**config.mk**
```make
export PLATFORM = sky130hd
export DESIGN_NAME = core_run_controller
export DESIGN_NICKNAME = d
export VERILOG_FILES = /design/src/rtl/core_run_controller_pkg.sv /design/src/rtl/core_run_controller_cycle_counter.sv /design/src/rtl/core_run_controller.sv
export SDC_FILE = /design/constraint.sdc
export NUM_CORES = 1
export LEC_CHECK = 0
export ABC_AREA = 1
export CAP_MARGIN = 5
export CORE_ASPECT_RATIO = 0.6
export CORE_UTILIZATION = 37
export DETAILED_ROUTE_END_ITERATION = 8
export PLACE_DENSITY = 0.76
export SYNTH_ARGS = -nofsm -noshare
export SYNTH_HDL_FRONTEND = slang
export SYNTH_HIERARCHICAL = 1
export SYNTH_SLANG_ARGS = --single-unit
```
**constraint.sdc**
```tcl
create_clock -name i_clk -period 2.97 [get_ports i_clk]
set_input_delay 0.594 -clock i_clk [delete_from_list [all_inputs] [get_ports i_clk]]
set_output_delay 0.594 -clock i_clk [all_outputs]
set_load 0.01 [all_outputs]
```
**src/rtl/core_run_controller_pkg.sv**
```systemverilog
// -----------------------------------------------------------------------------
// core_run_controller_pkg
// Shared definitions for the run controller: FSM state encodings and the
// default halt instruction encoding (jal x0,0 self-loop).
// -----------------------------------------------------------------------------
package core_run_controller_pkg;

    localparam logic [1:0] ST_IDLE = 2'd0;
    localparam logic [1:0] ST_LOAD = 2'd1;
    localparam logic [1:0] ST_RUN  = 2'd2;
    localparam logic [1:0] ST_DONE = 2'd3;

    localparam logic [31:0] HALT_INSTR_DEFAULT = 32'h0000_006F;

endpackage

```
**src/rtl/core_run_controller_cycle_counter.sv**
```systemverilog
// -----------------------------------------------------------------------------
// core_run_controller_cycle_counter
// Counts RUN cycles for the run controller and flags the watchdog terminal
// value (count == MAX_CYCLES-1, i.e. the last permitted RUN cycle).
// Ports:
//   i_clk       system clock
//   i_rst_n     asynchronous active-low reset
//   i_clear     synchronous clear (new run requested)
//   i_enable    increment this cycle
//   o_count     cycles counted so far
//   o_terminal  count has reached MAX_CYCLES-1
// -----------------------------------------------------------------------------
module core_run_controller_cycle_counter #(
    parameter int unsigned MAX_CYCLES = 10000
) (
    input  logic        i_clk,
    input  logic        i_rst_n,
    input  logic        i_clear,
    input  logic        i_enable,
    output logic [31:0] o_count,
    output logic        o_terminal
);

    logic [31:0] r_count;

    always_ff @(posedge i_clk or negedge i_rst_n) begin
        if (!i_rst_n) begin
            r_count <= 32'd0;
        end else if (i_clear) begin
            r_count <= 32'd0;
        end else if (i_enable) begin
            r_count <= r_count + 32'd1;
        end
    end

    assign o_count    = r_count;
    assign o_terminal = (r_count == 32'(MAX_CYCLES - 1));

endmodule

```
**src/rtl/core_run_controller.sv**
```systemverilog
// -----------------------------------------------------------------------------
// core_run_controller
// Sequences a single-cycle core for one program run: holds the core in reset,
// streams a program image into instruction memory, releases the core and
// counts cycles, and stops on a halt instruction or watchdog timeout.
// Ports:
//   i_clk, i_rst_n         clock / asynchronous active-low reset
//   i_start                one-cycle request to begin load+run (IDLE/DONE only)
//   i_load_valid/o_load_ready/i_load_data/i_load_last   program image stream
//   o_imem_we/o_imem_addr/o_imem_wdata                  imem write port
//   o_core_rst             active-low core reset (high only while running)
//   i_core_instr, i_core_pc   core fetch observation
//   o_busy                 LOAD or RUN
//   o_done, o_timeout      run finished / finished by watchdog
//   o_cycle_count          RUN cycles elapsed
//   o_halt_pc              PC at halt or timeout
// -----------------------------------------------------------------------------
module core_run_controller
    import core_run_controller_pkg::*;
#(
    parameter int unsigned          ADDR_WIDTH = 8,
    parameter int unsigned          DATA_WIDTH = 32,
    parameter int unsigned          MAX_CYCLES = 10000,
    parameter logic [DATA_WIDTH-1:0] HALT_INSTR = DATA_WIDTH'(HALT_INSTR_DEFAULT)
) (
    input  logic                  i_clk,
    input  logic                  i_rst_n,
    input  logic                  i_start,
    input  logic                  i_load_valid,
    output logic                  o_load_ready,
    input  logic [DATA_WIDTH-1:0] i_load_data,
    input  logic                  i_load_last,
    output logic                  o_imem_we,
    output logic [ADDR_WIDTH-1:0] o_imem_addr,
    output logic [DATA_WIDTH-1:0] o_imem_wdata,
    output logic                  o_core_rst,
    input  logic [DATA_WIDTH-1:0] i_core_instr,
    input  logic [31:0]           i_core_pc,
    output logic                  o_busy,
    output logic                  o_done,
    output logic                  o_timeout,
    output logic [31:0]           o_cycle_count,
    output logic [31:0]           o_halt_pc
);

    logic [1:0]            r_state;
    logic [1:0]            w_next_state;
    logic [ADDR_WIDTH-1:0] r_addr;
    logic                  r_core_rst;
    logic                  r_done;
    logic                  r_timeout;
    logic [31:0]           r_halt_pc;

    logic w_clear;
    logic w_accept;
    logic w_last_accept;
    logic w_running;
    logic w_halt;
    logic w_terminal;
    logic w_stop;

    assign w_running     = (r_state == ST_RUN);
    assign w_clear       = ((r_state == ST_IDLE) || (r_state == ST_DONE)) && i_start;
    assign w_accept      = (r_state == ST_LOAD) && i_load_valid;
    // Image ends on load_last or when the last imem word has been written.
    assign w_last_accept = w_accept && (i_load_last || (r_addr == '1));
    assign w_halt        = w_running && (i_core_instr == HALT_INSTR);
    assign w_stop        = w_running && (w_halt || w_terminal);

    core_run_controller_cycle_counter #(
        .MAX_CYCLES (MAX_CYCLES)
    ) u_cycle_counter (
        .i_clk      (i_clk),
        .i_rst_n    (i_rst_n),
        .i_clear    (w_clear),
        .i_enable   (w_running),
        .o_count    (o_cycle_count),
        .o_terminal (w_terminal)
    );

    always_comb begin
        w_next_state = r_state;
        case (r_state)
            ST_IDLE, ST_DONE: if (i_start)       w_next_state = ST_LOAD;
            ST_LOAD:          if (w_last_accept) w_next_state = ST_RUN;
            ST_RUN:           if (w_stop)        w_next_state = ST_DONE;
            default:                             w_next_state = ST_IDLE;
        endcase
    end

    always_ff @(posedge i_clk or negedge i_rst_n) begin
        if (!i_rst_n) begin
            r_state    <= ST_IDLE;
            r_addr     <= '0;
            r_core_rst <= 1'b0;
            r_done     <= 1'b0;
            r_timeout  <= 1'b0;
            r_halt_pc  <= 32'd0;
        end else begin
            r_state <= w_next_state;
            // Registered so the core leaves reset exactly on the first RUN cycle.
            r_core_rst <= (w_next_state == ST_RUN);
            if (w_clear) begin
                r_addr    <= '0;
                r_done    <= 1'b0;
                r_timeout <= 1'b0;
                r_halt_pc <= 32'd0;
            end else if (w_accept) begin
                r_addr <= w_last_accept ? '0 : r_addr + ADDR_WIDTH'(1);
            end else if (w_stop) begin
                r_halt_pc <= i_core_pc;
                r_done    <= 1'b1;
                // Halt wins over a coincident watchdog expiry.
                r_timeout <= !w_halt;
            end
        end
    end

    assign o_load_ready = (r_state == ST_LOAD);
    assign o_imem_we    = w_accept;
    assign o_imem_addr  = r_addr;
    assign o_imem_wdata = i_load_data;
    assign o_core_rst   = r_core_rst;
    assign o_busy       = (r_state == ST_LOAD) || w_running;
    assign o_done       = r_done;
    assign o_timeout    = r_timeout;
    assign o_halt_pc    = r_halt_pc;

endmodule
```
==> results.ini, run 1 <==
[route]
dr.pass1.iters = 5
vias_per_cell = 4.97
drc = 0
wl_mm = 13.1
drt_iter0_drc = 307
ant_nets = 0
wl_per_cell_um = 14.5
vias = 4480

[logic_synthesis]
synth_top_area_frac = 0.406
yosysWarnings = 6
synth_area_leaders = dfrtp_1, nand2_1, nor2_1
synth_edf_count = 0
synth_nets = 725
yosysSeqAreaShare = 0.406
synth_top_family_by_area = simple AND/OR/NAND/NOR gates
synth_compound_area_frac = 0.0553
async_reset_ff_frac = 1.00
synthSimpleGateAreaFrac = 0.397
syn-cell-area_sq_um = 4750
synth_ff_type = dfrtp_1
ys_ff_latch = 77
yosysTopAreaCell = dfrtp_1
synth_cell_types = 38
syn_inst = 620
synthMuxAreaShare = 0.00211
synth-adder-area-share = 0.0105
synth-xor-area-share = 0.00737
avgSynthCellArea_sq_um = 7.66

[place]
gp_congestion = 0.891
port_buffers = 146
placed_cell_area_sq_um = 6100
dp_hpwl_mm = 9.82
dpl.cell_count = 885

[finish]
drive_gt1_frac = 0.103
area_delta_synth_final_pct = 35.3
fin_util = 0.523
diodes = 0
final_cell_area_sq_um = 6430
fin_cells = 901
layout.area.seq_sq_um = 1930
multi_input_area_sq_um = 2240
fin_nets = 836
layout_common_cells = nand2_1, clkdlybuf4s50_1, nor2_1
fillers = 1177

[die]
dieArea_sq_um = 13300
die_w_um = 148
core-area_sq_um = 12300
die_h_um = 89.8
io_pins = 211
start_util = 0.386
rows = 31

[clocking]
cts_buffer_depth = 2
htreeDepth = 3
path_clk_slew_ns = 0.05
tritoncts = yes
cts_setup_buffers = 0
ctsRootBufferMaster = clkbuf_16
cts_buffers = 9
cts_resized = 0
holdBufCountCts = 0
clk_latency_ns = 0.33
clkSinkCount = 77

[worst_setup_path]
endpoint_kind = primary output
worstPathMaxFanout = 4
path_cells = clkdlybuf4s50_1 -> nand2_1 -> inv_1 -> clkdlybuf4s50_1
cp_slowest_cell = clkdlybuf4s50_1
path_common_cell = clkdlybuf4s50_1
worstPathRequired_ns = 2.38
critPathMaxStageDelay_ns = 0.54
path_class = input port to primary output
critPathLaunchType = input port
cp.arrival_ns = 1.91

[sta]
fin_crit_ns = 2.51
rsz0062_at_grt = false
tightest_slew_ns = 0.971
setup_viol = 0
timing.setup.tns_ns = 0
hold_viol_final = 0
relSlewSlack = 0.353
skew_ns = 0.00971
slew_viol_final = 0
fin_crit_sh = 0.844
fmax_ghz = 0.399
worst_hold_slack_ns = 0.426

[run]
drv_cap = 0

[power]
leakagePower_nw = 2.99
peakVddDrop_uv = 292
power.density_nw_per_um2 = 395

[global_route]
grt_pass1_vias = 3996
grt_max_degree = 78
grt-ovfl-total = 0
antenna_found_initial = 0
track_usage = 0.202
grt_pass1_wl_mm = 21.2

[outcome]
status = complete, no violations

[worst_hold_path]
hp-class = input port to asynchronous set/reset pin

cells in the mapped netlist (3+ instances only):
cell type	count
a21oi_1	22
buf_1	3
buf_2	4
buf_4	35
buf_6	4
clkbuf_1	5
dfrtp_1	77
ha_1	4
inv_1	57
nand2_1	145
nand2_2	3
nand3_1	27
nand3_2	32
nand4_1	38
nor2_1	100
nor2_2	5
nor2_4	6
nor3_1	4
nor4_1	4
o21ai_0	17
xor2_1	3
worst max-delay path, delay by kind of cell:
| kind | cells | cell delay (ns) |
|---|---|---|
| and+or+nand+nor | 1 | 0.17 |
| buffers and inverters | 3 | 1.15 |
layer usage:
| metal | wire (um) | up-vias | GRT usage |
|---|---|---|---|
| met5 | 0 | - | 0 |
| met3 | 1120 | 7 | 0.0523 |
| met4 | 99 | 0 | 0.0430 |
| met2 | 5170 | 203 | 0.268 |
| li1 | - | 2207 | - |
| met1 | 6720 | 2063 | 0.320 |
final cells by class:
type	instances	share of cell area
Timing Repair Buffer	151	0.233
Clock buffer	10	0.0372
Clock inverter	6	0.0144
Multi-Input combinational cell	433	0.349
Sequential cell	77	0.300
Tap cell	165	0.0321
Inverter	59	0.0345
stage by stage:
step | power, mW | setup slack [ns]
floorplan | 1.22 | 1.15
global placement | 1.36 | 0.444
detailed placement | 1.36 | 0.392
CTS | 2.57 | 0.449
global route | 2.65 | 0.401
finish | 2.54 | 0.463
registers in the layout (all words and copies together) (netlist names):
register and cells:
o_core_rst 1, o_done 1, o_halt_pc 32, o_imem_addr 8, o_timeout 1, r_state 2
u_cycle_counter/o_count 32
worst paths after layout:
check	from	to	slack, ns	cells past startpoint
worst max-delay path	i_load_valid	o_imem_we	0.46	4
worst min-delay path	i_rst_n	u_cycle_counter/o_count[24]	0.43	1
worst max register to register	u_cycle_counter/o_count[0]	o_halt_pc[1]	0.70	10
worst min register to register	o_halt_pc[5]	o_halt_pc[5]	0.50	2
max in group asynchronous	i_rst_n	u_cycle_counter/o_count[0]	1.92	1
min in group i_clk	o_halt_pc[5]	o_halt_pc[5]	0.50	2
cells by family (layout without fill, tap and decap cells):
family                   count (synthesis)  count (layout)
flip-flops                              77              77
AO/OA/AOI/OAI                           49              49
buffers and inverters                  110             226
XOR/XNOR                                 4               4
adder cells (fa/ha/maj)                  4               4
multiplexers                             1               1
AND/OR/NAND/NOR                        375             375
report_power, final:
part | switching, mW | internal (mW)
sequential | 0.0286 | 1.07
combinational | 0.105 | 0.137
clock | 0.437 | 0.765
total | 0.571 | 1.97
(Power assumes the default switching activity.)
==> run 2, diff against run 1 <==
--- a/config.mk
+++ b/config.mk
@@ -10,7 +10,7 @@
 export CORE_ASPECT_RATIO = 0.6
 export CORE_UTILIZATION = 37
 export DETAILED_ROUTE_END_ITERATION = 8
-export PLACE_DENSITY = 0.76
+export PLACE_DENSITY = 0.79
 export SYNTH_ARGS = -nofsm -noshare
 export SYNTH_HDL_FRONTEND = slang
 export SYNTH_HIERARCHICAL = 1
==> constraint.sdc (replaced) <==
create_clock -name i_clk -period 2.3 [get_ports i_clk]
set_input_delay 0.46 -clock i_clk [delete_from_list [all_inputs] [get_ports i_clk]]
set_output_delay 0.46 -clock i_clk [all_outputs]
set_load 0.01 [all_outputs]
==> results.ini, run 2 (synthesized netlist as in run 1, its figures left out) <==
[outcome]
status = complete, no violations  ; unchanged

[clocking]
holdBufCountCts = 0  ; unchanged
ctsRootBufferMaster = clkbuf_16  ; unchanged
cts_buffer_depth = 2  ; unchanged
path_clk_slew_ns = 0.06  ; was 0.05 ns
clkSinkCount = 77  ; unchanged
cts_setup_buffers = 0  ; unchanged
cts_resized = 1  ; was 0
clk_latency_ns = 0.33  ; about the same
tritoncts = yes  ; unchanged
cts_buffers = 9  ; unchanged
htreeDepth = 3  ; unchanged

[die]
rows = 31  ; unchanged
dieArea_sq_um = 13300  ; unchanged
io_pins = 211  ; unchanged
die_h_um = 89.8  ; unchanged
start_util = 0.386  ; unchanged
die_w_um = 148  ; unchanged
core-area_sq_um = 12300  ; unchanged

[global_route]
grt_max_degree = 41  ; was 78
grt_pass1_wl_mm = 21.7  ; was 21.2 mm
grt-ovfl-total = 0  ; unchanged
grt_pass1_vias = 4215  ; was 3996
track_usage = 0.206  ; was 0.202
antenna_found_initial = 0  ; unchanged

[worst_setup_path]
path_class = flop to primary output  ; was input port to primary output
cp.arrival_ns = 1.70  ; was 1.91 ns
reg2reg_depth = 9  ; was 10
worstPathMaxFanout = 4  ; unchanged
critPathLaunchType = flop  ; was input port
endpoint_kind = primary output  ; unchanged
worstPathRequired_ns = 1.84  ; was 2.38 ns

[finish]
layout.area.seq_sq_um = 1930  ; unchanged
final_common_cell = nand2_1
area_delta_synth_final_pct = 37.1  ; was 35.3%
fillers = 1135  ; was 1177
layout_common_cells = nand2_1, clkdlybuf4s50_1, nor2_1  ; unchanged
multi_input_area_sq_um = 2250  ; was 2240 sq um
final_cell_area_sq_um = 6510  ; was 6430 sq um
fin_cells = 909  ; was 901
drive_gt1_frac = 0.114  ; was 0.103
diodes = 0  ; unchanged
fin_nets = 846  ; was 836

[sta]
slew_viol_final = 0  ; unchanged
relSlewSlack = 0.576  ; was 0.353
hold_viol_final = 0  ; unchanged
fmax_ghz = 0.462
timing.setup.tns_ns = 0  ; unchanged
rsz0062_at_grt = false  ; unchanged
setup_viol = 0  ; unchanged
fin_crit_sh = 0.941
fin_crit_ns = 2.16
skew_ns = 0.00571  ; was 0.00971 ns
tightest_slew_ns = 0.635  ; was 0.971 ns

[power]
leakagePower_nw = 3.04  ; was 2.99 nW
power.density_nw_per_um2 = 493  ; was 395 nW/um^2
peakVddDrop_uv = 284  ; was 292 uV

[route]
wl_mm = 13.4  ; was 13.1 mm
wl_per_cell_um = 14.7  ; was 14.5 um
drc = 0  ; unchanged
vias_per_cell = 5.07  ; was 4.97
ant_nets = 0  ; unchanged
drt_iter0_drc = 347  ; was 307
dr.pass1.iters = 5  ; unchanged
vias = 4613  ; was 4480

[worst_hold_path]
hp-class = input port to asynchronous set/reset pin  ; unchanged

[place]
port_buffers = 146  ; unchanged
dpl.cell_count = 895  ; was 885
dp_hpwl_mm = 10.2  ; was 9.82 mm
gp_congestion = 0.964  ; was 0.891
placed_cell_area_sq_um = 6210  ; was 6100 sq um

[run]
drv_cap = 0  ; unchanged

## run 2: area by class of cell
class | instances | area share
multi-input combinational | 433 | 0.345
sequential | 77 | 0.296
timing repair buffer | 161 | 0.247
clock buffer | 9 | 0.0346
inverter | 59 | 0.0340
tap | 165 | 0.0317
clock inverter | 5 | 0.0119
## run 2: worst max-delay path, stage by stage, from the launching register on
cell and delay [ns]:
dfrtp_1 0.38, inv_1 0.08, ha_2 0.21, nand2_1 0.08
inv_1 0.08, clkdlybuf4s50_1 0.54
## run 2: path summary, 6_finish.rpt
| path | startpoint | to | slack [ns] |
|---|---|---|---|
| max in group asynchronous | i_rst_n | o_halt_pc[0] | 1.61 |
| min reg2reg | o_done | o_done | 0.49 |
| min in group i_clk | o_done | o_done | 0.49 |
| max reg2reg | r_state[0] | u_cycle_counter/o_count[22] | 0.18 |
| max | r_state[1] | o_imem_we | 0.14 |
| min | i_rst_n | u_cycle_counter/o_count[22] | 0.11 |
## run 2: where the power goes
part	switching, mW	leakage [nW]	total, mW	internal (mW)
logic	0.147	1.89	0.332	0.185
registers	0.0311	1.00	1.41	1.38
clock network	0.536	0.147	1.47	0.934
## run 2: metrics by stage
stage / hold slack, ns / setup slack [ns] / power, mW / utilization
floorplan: 0.164 / 0.479 / 1.58 / -
global placement: 0.471 / 0.203 / 1.76 / 0.505
detailed placement: 0.468 / 0.169 / 1.77 / 0.505
CTS: 0.115 / 0.0560 / 3.26 / 0.529
global route: 0.135 / 0.0425 / 3.35 / 0.530
finish: 0.105 / 0.136 / 3.21 / 0.530
## run 2: per-layer routing
| layer | share of wire | up-vias | GRT usage |
|---|---|---|---|
| met5 | 0 | - | 0 |
| met4 | 0.011 | 0 | 0.0515 |
| met3 | 0.087 | 17 | 0.0680 |
| met2 | 0.40 | 214 | 0.286 |
| met1 | 0.50 | 2148 | 0.304 |
| li1 | - | 2234 | - |
